<file path="src/rtl/abs_diff_sad_pipe_if.sv">
// Stream-in / result-out bundle for abs_diff_sad_pipe.
// out_err_bound exists only when ABS_DIFF_ERR_BOUND_EN is defined.
interface abs_diff_sad_pipe_if #(
  parameter int WIDTH = 8,
  parameter int LANES = 4,
  parameter int ACC_W = 26,
  parameter int CNT_W = 16,
  parameter int ET_W  = 3
);
  logic                   in_valid;
  logic                   in_ready;
  logic [LANES*WIDTH-1:0] in_a;
  logic [LANES*WIDTH-1:0] in_b;
  logic                   in_last;
  logic [ET_W-1:0]        et;
  logic                   out_valid;
  logic                   out_ready;
  logic [ACC_W-1:0]       out_sad;
  logic [CNT_W-1:0]       out_beats;
  logic                   out_sat;

`ifdef ABS_DIFF_ERR_BOUND_EN
  logic [ACC_W-1:0]       out_err_bound;

  modport slave (
    input  in_valid, in_a, in_b, in_last, et, out_ready,
    output in_ready, out_valid, out_sad, out_beats, out_sat, out_err_bound
  );
  modport master (
    output in_valid, in_a, in_b, in_last, et, out_ready,
    input  in_ready, out_valid, out_sad, out_beats, out_sat, out_err_bound
  );
`else
  modport slave (
    input  in_valid, in_a, in_b, in_last, et, out_ready,
    output in_ready, out_valid, out_sad, out_beats, out_sat
  );
  modport master (
    output in_valid, in_a, in_b, in_last, et, out_ready,
    input  in_ready, out_valid, out_sad, out_beats, out_sat
  );
`endif
endinterface

</file>
<file path="src/rtl/abs_diff_sad_pipe.sv">
// Pipelined multi-lane sum-of-absolute-differences engine with LSB truncation (et).
// Define ABS_DIFF_ERR_BOUND_EN to add the out_err_bound worst-case error output.
module abs_diff_sad_pipe #(
  parameter int WIDTH = 8,
  parameter int LANES = 4,
  parameter int ACC_W = 26,
  parameter int CNT_W = 16,
  parameter int ET_W  = 3
) (
  input logic                clk,
  input logic                rst,
  abs_diff_sad_pipe_if.slave bus
);
  localparam int SUM_W   = WIDTH + $clog2(LANES);
  localparam int EXT_W   = ((ACC_W > SUM_W) ? ACC_W : SUM_W) + 1;
  localparam int PRD_RAW = CNT_W + WIDTH + $clog2(LANES) + 1;
  localparam int PRD_W   = (PRD_RAW > ACC_W) ? PRD_RAW : ACC_W + 1;
  localparam logic [ACC_W-1:0] ACC_MAX = '1;
  localparam logic [CNT_W-1:0] CNT_MAX = '1;

  typedef enum logic [1:0] {
    ACCUM = 2'd0,
    FLUSH = 2'd1,
    DONE  = 2'd2
  } state_t;

  state_t state_reg, state_next;

  logic             accept;
  logic             load_out;
  logic             clear_frame;
  logic             first_reg;
  logic [ET_W-1:0]  et_lat_reg;
  logic [ET_W-1:0]  et_sel;
  logic [ET_W-1:0]  et_eff;
  logic [WIDTH-1:0] lane_mask;
  logic [WIDTH-1:0] lane_d [LANES];
  logic [SUM_W-1:0] beat_sum;

  logic             s1_valid_reg;
  logic             s1_last_reg;
  logic [SUM_W-1:0] s1_sum_reg;
  logic             s2_done_reg;

  logic [ACC_W-1:0] acc_reg;
  logic [CNT_W-1:0] beats_reg;
  logic             sat_reg;
  logic [EXT_W-1:0] acc_ext;
  logic             acc_ovf;
  logic [ACC_W-1:0] acc_next;
  logic [CNT_W-1:0] beats_next;

  logic [ACC_W-1:0] out_sad_reg;
  logic [CNT_W-1:0] out_beats_reg;
  logic             out_sat_reg;

  assign accept         = bus.in_valid & bus.in_ready;
  assign bus.in_ready   = (state_reg == ACCUM);
  assign bus.out_valid  = (state_reg == DONE);
  assign bus.out_sad    = out_sad_reg;
  assign bus.out_beats  = out_beats_reg;
  assign bus.out_sat    = out_sat_reg;
  assign load_out       = (state_reg == FLUSH) && s2_done_reg;
  assign clear_frame    = (state_reg == DONE) && bus.out_ready;

  // The first beat of a frame uses the live et; later beats reuse the latched copy.
  assign et_sel    = first_reg ? bus.et : et_lat_reg;
  assign et_eff    = (32'(et_sel) > 32'(WIDTH - 1)) ? ET_W'(WIDTH - 1) : et_sel;
  assign lane_mask = {WIDTH{1'b1}} << et_eff;

  for (genvar gi = 0; gi < LANES; gi++) begin : g_lane
    logic [WIDTH-1:0] a_lane;
    logic [WIDTH-1:0] b_lane;
    assign a_lane     = bus.in_a[gi*WIDTH +: WIDTH];
    assign b_lane     = bus.in_b[gi*WIDTH +: WIDTH];
    assign lane_d[gi] = ((a_lane >= b_lane) ? (a_lane - b_lane) : (b_lane - a_lane)) & lane_mask;
  end

  always_comb begin
    beat_sum = '0;
    for (int i = 0; i < LANES; i++) begin
      beat_sum = beat_sum + SUM_W'(lane_d[i]);
    end
  end

  always_ff @(posedge clk or posedge rst) begin
    if (rst) begin
      state_reg <= ACCUM;
    end else begin
      state_reg <= state_next;
    end
  end

  // FLUSH waits for s2_done so the result registers see the fully updated accumulator.
  always_comb begin
    state_next = state_reg;
    case (state_reg)
      ACCUM:   if (accept && bus.in_last) state_next = FLUSH;
      FLUSH:   if (s2_done_reg)           state_next = DONE;
      DONE:    if (bus.out_ready)         state_next = ACCUM;
      default:                            state_next = ACCUM;
    endcase
  end

  always_ff @(posedge clk or posedge rst) begin
    if (rst) begin
      s1_valid_reg <= 1'b0;
      s1_last_reg  <= 1'b0;
      s1_sum_reg   <= '0;
      s2_done_reg  <= 1'b0;
      first_reg    <= 1'b1;
      et_lat_reg   <= '0;
    end else begin
      s1_valid_reg <= accept;
      s2_done_reg  <= s1_valid_reg & s1_last_reg;
      if (accept) begin
        s1_sum_reg  <= beat_sum;
        s1_last_reg <= bus.in_last;
      end
      if (accept && first_reg) begin
        first_reg  <= 1'b0;
        et_lat_reg <= et_eff;
      end else if (clear_frame) begin
        first_reg <= 1'b1;
      end
    end
  end

  assign acc_ext    = EXT_W'(acc_reg) + EXT_W'(s1_sum_reg);
  assign acc_ovf    = (acc_ext > EXT_W'(ACC_MAX));
  assign acc_next   = acc_ovf ? ACC_MAX : acc_ext[ACC_W-1:0];
  assign beats_next = (beats_reg == CNT_MAX) ? beats_reg : beats_reg + CNT_W'(1);

  always_ff @(posedge clk or posedge rst) begin
    if (rst) begin
      acc_reg   <= '0;
      beats_reg <= '0;
      sat_reg   <= 1'b0;
    end else if (clear_frame) begin
      acc_reg   <= '0;
      beats_reg <= '0;
      sat_reg   <= 1'b0;
    end else if (s1_valid_reg) begin
      acc_reg   <= acc_next;
      beats_reg <= beats_next;
      sat_reg   <= sat_reg | acc_ovf;
    end
  end

  always_ff @(posedge clk or posedge rst) begin
    if (rst) begin
      out_sad_reg   <= '0;
      out_beats_reg <= '0;
      out_sat_reg   <= 1'b0;
    end else if (load_out) begin
      out_sad_reg   <= acc_reg;
      out_beats_reg <= beats_reg;
      out_sat_reg   <= sat_reg;
    end
  end

`ifdef ABS_DIFF_ERR_BOUND_EN
  logic [WIDTH-1:0] err_unit;
  logic [PRD_W-1:0] err_prod;
  logic [ACC_W-1:0] err_next;
  logic [ACC_W-1:0] err_reg;
  logic [ACC_W-1:0] out_err_reg;

  // Worst case per lane per beat is all truncated LSBs set: (1<<et_lat)-1.
  assign err_unit = ~({WIDTH{1'b1}} << et_lat_reg);
  assign err_prod = PRD_W'(beats_next) * PRD_W'(LANES) * PRD_W'(err_unit);
  assign err_next = (err_prod > PRD_W'(ACC_MAX)) ? ACC_MAX : err_prod[ACC_W-1:0];
  assign bus.out_err_bound = out_err_reg;

  always_ff @(posedge clk or posedge rst) begin
    if (rst) begin
      err_reg     <= '0;
      out_err_reg <= '0;
    end else begin
      if (clear_frame) begin
        err_reg <= '0;
      end else if (s1_valid_reg) begin
        err_reg <= err_next;
      end
      if (load_out) begin
        out_err_reg <= err_reg;
      end
    end
  end
`endif
endmodule

</file>
<file path="src/flat_wrapper.sv">
// flat-port wrapper written by rule: the top's interface ports become plain ports
module abs_diff_sad_pipe_flat 
#(
  parameter int WIDTH = 8,
  parameter int LANES = 4,
  parameter int ACC_W = 26,
  parameter int CNT_W = 16,
  parameter int ET_W  = 3
)
  (clk, rst, bus_in_valid, bus_in_a, bus_in_b, bus_in_last, bus_et, bus_out_ready, bus_in_ready, bus_out_valid, bus_out_sad, bus_out_beats, bus_out_sat);
  abs_diff_sad_pipe_if #(.WIDTH(WIDTH), .LANES(LANES), .ACC_W(ACC_W), .CNT_W(CNT_W), .ET_W(ET_W)) bus_i ();
  input logic clk;
  input logic rst;
  input wire logic [$bits(bus_i.in_valid)-1:0] bus_in_valid;
  input wire logic [$bits(bus_i.in_a)-1:0] bus_in_a;
  input wire logic [$bits(bus_i.in_b)-1:0] bus_in_b;
  input wire logic [$bits(bus_i.in_last)-1:0] bus_in_last;
  input wire logic [$bits(bus_i.et)-1:0] bus_et;
  input wire logic [$bits(bus_i.out_ready)-1:0] bus_out_ready;
  output wire logic [$bits(bus_i.in_ready)-1:0] bus_in_ready;
  output wire logic [$bits(bus_i.out_valid)-1:0] bus_out_valid;
  output wire logic [$bits(bus_i.out_sad)-1:0] bus_out_sad;
  output wire logic [$bits(bus_i.out_beats)-1:0] bus_out_beats;
  output wire logic [$bits(bus_i.out_sat)-1:0] bus_out_sat;
  assign bus_i.in_valid = bus_in_valid;
  assign bus_i.in_a = bus_in_a;
  assign bus_i.in_b = bus_in_b;
  assign bus_i.in_last = bus_in_last;
  assign bus_i.et = bus_et;
  assign bus_i.out_ready = bus_out_ready;
  assign bus_in_ready = bus_i.in_ready;
  assign bus_out_valid = bus_i.out_valid;
  assign bus_out_sad = bus_i.out_sad;
  assign bus_out_beats = bus_i.out_beats;
  assign bus_out_sat = bus_i.out_sat;
  abs_diff_sad_pipe #(.WIDTH(WIDTH), .LANES(LANES), .ACC_W(ACC_W), .CNT_W(CNT_W), .ET_W(ET_W)) u_core (.clk(clk), .rst(rst), .bus(bus_i));
endmodule
</file>
<file path="config.mk">
export PLATFORM = sky130hd
export DESIGN_NAME = abs_diff_sad_pipe_flat
export DESIGN_NICKNAME = d
export VERILOG_FILES = /design/src/rtl/abs_diff_sad_pipe_if.sv /design/src/rtl/abs_diff_sad_pipe.sv /design/src/flat_wrapper.sv
export SDC_FILE = /design/constraint.sdc
export NUM_CORES = 1
export LEC_CHECK = 0
export BUFFER_PORTS_ARGS = -buffer_cell sky130_fd_sc_hd__buf_2
export CORE_ASPECT_RATIO = 0.6
export CORE_UTILIZATION = 55
export DETAILED_ROUTE_END_ITERATION = 10
export PLACE_DENSITY = 0.77
export SLEW_MARGIN = 20
export SYNTH_ARGS = -nofsm -noshare
export SYNTH_HDL_FRONTEND = slang
export SYNTH_SLANG_ARGS = --single-unit
</file>
<file path="constraint.sdc">
create_clock -name clk -period 6.4 [get_ports clk]
set_input_delay 1.92 -clock clk [delete_from_list [all_inputs] [get_ports clk]]
set_output_delay 1.92 -clock clk [all_outputs]
set_load 0.03 [all_outputs]
</file>
# == Word-level counts from Yosys, hierarchy flattened ==
# Cells that the tools add are included.
# totals
out_inout_bits,45
reg_bits,105
word_cells,74
inputBits,72
# op_classes
bitwise,7
n_eq_ne,7
order_cmp,5
shifts,1
n_addsub,13
reduce_logical,9
mux,19
# op_table
cell,count
$mux W26,3
$sub A8 B8 Y8,8
$mux W16,3
$and A8 B8 Y8,4
$ge A8 B8 Y1,4
$mux W8,4
$add A26 B10 Y27,1
$gt A27 B26 Y1 const B,1
$add A10 B8 Y10,2
$add A16 B1 Y16 const B,1
$eq A16 B16 Y1 const B,1
$add A8 B8 Y9,1
$shl A8 B3 Y8 const A,1
$mux W2,3
$pmux W2 S3,1
$logic_and A1 B1 Y1,4
$mux W1,4
$ne A2 B1 Y1 const B,2
$ne A2 B2 Y1 const B,2
$reduce_bool A2 Y1,2
$mux W3,1
$reduce_and A3 Y1,1
$and A1 B1 Y1,2
$eq A2 B1 Y1 const B,1
4 further kinds,4

# == Depth between registers and ports, before layout ==
# Gate-level depths: netlist of run 1.
# depth
depth_word,6
ltp_mapped,26
mapped_depth_nobuf,26

# == Least setup slack after synthesis of run 1 ==
# No wires, ideal clock.
# synth_timing
kind,input port to flip-flop
startpoint,in bus_in_a[0]
endpoint,reg u_core.s1_sum_reg[9]
path_buffers,0
setup_slack_ps,-181
required_time_ps,6268
t_arrival_ps,6449
stages,22
setup_ps,132
cell_sequence,inv_1 > ha_1 > inv_1 > fa_1 > a21o_1 > a2111oi_2 > o21bai_1 > a21oi_2 > mux2i_1 > or2_2 > fa_1 > fa_1 > inv_1 > ha_1 > fa_1 > a21o_1 > a21oi_1 > o21bai_1 > a21oi_1 > o21bai_1 > a21oi_1 > o21ai_0
# synth_via
elab_chain_len,6
elab_cells_between_ends,8
cone_classes,add/sub (5); order compare (1); mux (1); bitwise (1)
# synth_lines
element,line_no,source
start: declaration,flat_wrapper.sv:15,input wire logic [$bits(bus_i.in_a)-1:0] bus_in_a;
$sub A8 B8 Y8 / $ge A8 B8 Y1 (equally long branches),abs_diff_sad_pipe.sv:76,assign lane_d[gi] = ((a_lane >= b_lane) ? (a_lane - b_lane) : (b_lane - a_lane)) & lane_mask;
$mux W8 *,abs_diff_sad_pipe.sv:76,
$and A8 B8 Y8 *,abs_diff_sad_pipe.sv:76,
$add A8 B8 Y9 *,abs_diff_sad_pipe.sv:82,beat_sum = beat_sum + SUM_W'(lane_d[i]);
$add A10 B8 Y10 * (2 in series),abs_diff_sad_pipe.sv:82,
end signal: assignment,abs_diff_sad_pipe.sv:117,s1_sum_reg <= beat_sum;
end: declaration,abs_diff_sad_pipe.sv:42,logic [SUM_W-1:0] s1_sum_reg;
# Every way passes the cells marked *; elsewhere a longest branch is shown, timed or not.
# A chain may end at the register's enable or synchronous reset.

# == Worst setup path after layout of run 1 ==
# Ends and elaborated chain as after synthesis.

==> flow_summary.yaml, run 1 <==
worst_hold_path:
  min_path_cells: 1
  min_to: "u_core.state_reg[0]"
  min_from: "u_core.state_reg[1]"
  hold_class: "flop to flop"
cts:
  cts_root_buffer: "clkbuf_16"
  htreeDepth: 3
  cts_sinks: 105
  cts_tree: "built"
  cts_buffers: 9
  clkSlewWorstSetupHoldPaths_ps: 70
  clock_path_buffers: 2
  clk_latency_ps: 330
  postCtsHoldBufs: 0
drt:
  first_pass_iters: 5
  viasPerCell: 5.55
  remaining_drc_errors: 0
  dr.first_iter.drc_count: 353
  finalWirelength_mm: 18.4
  vias: 6870
  detail_route.wl_per_cell_um: 14.8
  antenna_left: 0
synthesis:
  synthArstFlopShare: 1.00
  syn_area_per_cell_um2: 9.31
  seq_area_frac_synth: 0.315
  synth_ff_type: "dfrtp_1"
  synth_top_area_share: 0.312
  ys_types: 56
  netlist_instances: 897
  syn-num-nets: 1075
  yosysMostFrequentCell: "dfrtp_1"
  netlist_top_cells_area: "dfrtp_1, ha_1, mux2_2, inv_1, fa_1"
  synth_common_cells: "dfrtp_1, inv_1, ha_1"
  synth_area_um2: 8350
  ys_warn_count: 0
  ys_ff_latch: 105
  yosysTopAreaCell: "dfrtp_1"
  synth_enable_flop_cells: 0
floorplanning:
  coreArea_um2: 14600
  die_h_um: 97.4
  die_x_um: 161
  start_util: 0.571
  design.portCount: 117
  dieArea_um2: 15700
  row_count: 34
power:
  cellLeakagePower_nw: 5.03
  ir_worst_vdd_v: 0.000317
  total_power_w: 0.00483
  power-per-cell-area_nw_per_um2: 491
setup_path:
  ff2ff_setup_slack_ps: 1970
  critical_path_required_ps: 6590
  worstSetupPathType: "input pin to flop"
  slowest_delay_ps: 540
  reg2reg_from: "u_core.first_reg"
  crit_path_end_kind: "flop"
  crit_chain: "buf_8, inv_4, ha_4, inv_4, fa_2, a21o_1, a2111oi_4, o21bai_1, a21oi_2, mux2i_1, or2_4, fa_2, xor2_2, fa_1, inv_1, fa_2, a21o_1, a21oi_2, o21bai_1, a21oi_2, o21bai_1, a21oi_1, o21ai_1"
  regToRegEndpoint: "u_core.s1_sum_reg[9]"
  reg2reg_depth: 17
  critPathMaxFanout: 3
  cp.arrival_ps: 6510
  cp-start-kind: "input pin"
  slowest_stage: "fa_1"
global_routing:
  met2_usage: 0.326
  grt.overflow.total: 0
  antenna_found_initial: 1
  grtUsageMet3: 0.0350
  grt_max_degree: 85
  grt_pass1_wl_mm: 30.5
  grt_pass1_vias: 6326
  use_met1: 0.394
  grtUsageTotal: 0.237
  grt-busiest-layer: "met1"
final_layout:
  fillers: 1187
  final_cell_area_um2: 9830
  nets: 1215
  area_growth_pct: 17.8
  drive_gt1_frac: 0.257
  n_antenna_cell: 0
timing:
  rsz0062_at_grt: "yes"
  slew_violations: 0
  min_period_ps: 6310
  whs_ps: 454
  fmax_mhz: 158
  period_share: 0.987
  finalHoldViolations: 0
  fin_skew_ps: 7.19
  setup_viol: 0
  tightest_slew_ps: 834
  relSlewSlack: 0.442
status:
  status: "finished clean"
placed_design:
  gp_congestion: 0.892
  dpl.hpwl_mm: 14.4
  place_area_um2: 9340
  portBuffers: 116
flow_run:
  drv_cap: 0
[through the flow]
stage | setup WS, ps | cells | util | TNS (ps)
floorplan | 36.9 | 897 | - | 0
global placement | -217 | 1221 | 0.639 | -641
detailed placement | -349 | 1221 | 0.639 | -1130
CTS | 6.16 | 1235 | 0.656 | 0
global route | -137 | 1238 | 0.672 | -445
finish | 85.4 | 1238 | 0.672 | 0
[cell usage in the layout (no fill, tap or decap), types with 16 or more instances in the layout]
cell type,instances
a21o_1,31
a21oi_1,60
buf_2,115
buf_4,38
dfrtp_1,104
fa_1,16
ha_1,80
inv_1,94
mux2_2,48
mux2i_1,31
nand2_1,54
nand3_1,25
nor2_1,59
o21ai_0,38
xnor2_1,31
xor2_1,21
[what timing repair did]
item	4_1_cts	5_1_grt
resized for setup	0	47
pin swaps	1	38
cloned	0	0
endpoints found under the hold margin	0	0
setup endpoints to repair	1	5
buffers inserted	0	3
[critical path: cells and delay by family]
kind	cells	cell delay [ps]
compound gates	11	1950
fa+ha+maj	5	1810
simple gates	1	270
buf+inv	4	260
xor+xnor	1	200
mux	1	110
[how the worst max path moves through the flow]
stage | startpoint | end | slack, ps
3_5_place_dp | bus_in_a[0] | u_core.s1_sum_reg[9] | -350
4_1_cts | bus_in_a[0] | u_core.s1_sum_reg[9] | 6
3_3_place_gp | bus_in_a[0] | u_core.s1_sum_reg[9] | -220
5_1_grt | bus_in_a[0] | u_core.s1_sum_reg[8] | -140
2_1_floorplan | bus_in_a[0] | u_core.s1_sum_reg[8] | 40
6_report | bus_in_a[0] | u_core.s1_sum_reg[9] | 90
[power breakdown]
part	switching, W	leakage, nW	total [W]	internal, W
Sequential	0.000238	1.30	0.00120	0.000961
Combinational	0.00168	3.60	0.00315	0.00147
Clock	0.000228	0.124	0.000486	0.000258
[layer usage]
metal,part of all wire,wire (µm)
met5,0,0
met4,0.0048,89
met3,0.062,1150
met2,0.40,7400
met1,0.53,9730
[final cells by class]
type | count | area, µm² | area share
Clock buffer | 10 | 229 | 0.0233
Timing Repair Buffer | 156 | 898 | 0.0913
Multi-Input combinational cell | 662 | 5410 | 0.550
Tap cell | 198 | 248 | 0.0252
Clock inverter | 4 | 22.5 | 0.00229
Sequential cell | 105 | 2630 | 0.267
Inverter | 103 | 397 | 0.0403
[cells by family after synthesis]
kind of cell | share of synthesized area
compound gates | 0.159
xor+xnor | 0.0608
fa+ha+maj | 0.176
buf+inv | 0.0626
flops | 0.315
mux | 0.108
simple gates | 0.119
No activity file was read; power rests on OpenSTA's default activity.
==> run 2: changes to the inputs <==
==> constraint.sdc (replaced) <==
create_clock -name clk -period 8.1 [get_ports clk]
set_input_delay 2.43 -clock clk [delete_from_list [all_inputs] [get_ports clk]]
set_output_delay 2.43 -clock clk [all_outputs]
set_load 0.03 [all_outputs]
==> flow_summary.yaml, run 2 (synthesis gave the netlist of run 1 again) <==
cts:
  ctsResizeCount: 0
  cts_root_buffer: "clkbuf_16"
  clock_path_buffers: 2
  clk_latency_ps: 350
  postCtsHoldBufs: 0
  cts_tree: "built"
  cts_buffers: 9
  clkSlewWorstSetupHoldPaths_ps: 70
  htreeDepth: 3
  cts_sinks: 105
  postCtsSetupBuffers: 0
timing:
  slew_violations: 0
  min_period_ps: 7380
  final.setup.tns_ps: 0
  fmax_mhz: 136
  period_share: 0.911
  tightest_slew_ps: 875
  finalHoldViolations: 0
  fin_skew_ps: 7.47
  setup_viol: 0
  relSlewSlack: 0.415
  rsz0062_at_grt: "no"
  setup_slack_ps: 723
final_layout:
  nets: 1179
  layout_commonest_cell: "buf_2"
  area_growth_pct: 12.2
  layout.cells.most_common_list: "buf_2, dfrtp_1, inv_1, ha_1, a21oi_1"
  final_cell_area_um2: 9370
  final_util: 0.640
  fillers: 1256
  drive_gt1_frac: 0.196
floorplanning:
  row_count: 34
  design.portCount: 117
  die_h_um: 97.4
  start_util: 0.571
  coreArea_um2: 14600
  dieArea_um2: 15700
  die_x_um: 161
status:
  status: "finished clean"
drt:
  first_pass_iters: 4
  antenna_left: 0
  finalWirelength_mm: 17.8
  viasPerCell: 5.47
  vias: 6596
  remaining_drc_errors: 0
  detail_route.wl_per_cell_um: 14.7
  dr.first_iter.drc_count: 330
setup_path:
  critical_path_required_ps: 8310
  crit_path_end_kind: "flop"
  cp.arrival_ps: 7580
  critPathMaxFanout: 7
  worstSetupPathType: "input pin to flop"
  cp-start-kind: "input pin"
power:
  internal_power_w: 0.00189
  swShare: 0.453
  p_clk_frac: 0.124
  power_frac_seq: 0.275
  switchingPower_w: 0.00156
  power_frac_comb: 0.600
  power-per-cell-area_nw_per_um2: 368
  ir_worst_vdd_v: 0.000226
  cellLeakagePower_nw: 4.83
placed_design:
  pre_cts_ws_ps: 400
  portBuffers: 116
  place_area_um2: 9080
  gp_congestion: 0.888
  dpl.hpwl_mm: 13.9
flow_run:
  drv_cap: 0
global_routing:
  antenna_found_initial: 1
  grt_pass1_wl_mm: 30.0
  grt.overflow.total: 0
  grtUsageTotal: 0.237
  grt_pass1_vias: 6073
  grt_max_degree: 82
worst_hold_path:
  hold_class: "flop to flop"
run 2: per-stage QoR:
| step | hold WS, ps | std cells | power, W |
|---|---|---|---|
| 2_1_floorplan | 427 | 897 | 0.00254 |
| 3_3_place_gp | 458 | 1188 | 0.00296 |
| 3_5_place_dp | 452 | 1188 | 0.00302 |
| 4_1_cts | 469 | 1204 | 0.00346 |
| 5_1_grt | 491 | 1204 | 0.00376 |
| 6_report | 471 | 1205 | 0.00345 |
run 2: final cells by class:
type | count | area [µm²] | area share
inverters | 103 | 389 | 0.0415
multi-input cells | 662 | 5200 | 0.555
well taps | 198 | 248 | 0.0264
diodes | 1 | 2.50 | 0.000267
repair buffers | 120 | 614 | 0.0655
flip-flops and latches | 105 | 2630 | 0.280
clock buffers | 12 | 236 | 0.0252
clock inverters | 4 | 53.8 | 0.00574
run 2: path summary, 6_finish.rpt:
kind	depth (start not counted)	start	slack, ps	endpoint
max in group asynchronous	3	rst	5040	u_core.acc_reg[8]
worst min-delay path	1	u_core.state_reg[1]	470	u_core.state_reg[0]
worst min register to register	1	u_core.state_reg[1]	470	u_core.state_reg[0]
worst max-delay path	26	bus_in_a[0]	720	u_core.s1_sum_reg[9]
min in group asynchronous	2	rst	2040	u_core.bus.out_beats[15]
worst max register to register	18	u_core.first_reg	3380	u_core.s1_sum_reg[9]
run 2: routing by layer:
layer  wire [µm]  up-vias  share of wire  GRT usage
met3        1040       11          0.059     0.0521
li1            -     3308              -          -
met4         131        0         0.0074     0.0290
met5           0        -              0          0
met1        9600     3125           0.54      0.388
met2        6980      152           0.39      0.319
run 2: power by group through the flow:
stage	logic [W]	clock network (W)	registers [W]
floorplan	0.00145	0	0.00109
global placement	0.00201	0	0.000948
detailed placement	0.00206	0	0.000957
CTS	0.00207	0.000437	0.000950
global route	0.00232	0.000460	0.000983
finish	0.00207	0.000429	0.000950
run 2: critical path, stage by stage:
cell	delay, ps
buf_2	110
inv_1	50
ha_1	140
inv_1	60
fa_1	410
a21o_1	200
a2111oi_2	380
o21bai_1	160
a21oi_2	350
mux2i_1	150
or2_2	310
inv_1	70
ha_1	220
a21o_1	170
a21oi_1	230
xnor2_1	140
fa_1	550
inv_1	50
ha_1	330
a21o_1	180
a21oi_1	240
o21bai_1	100
a21oi_1	250
o21bai_1	100
a21oi_1	140
o21ai_0	80
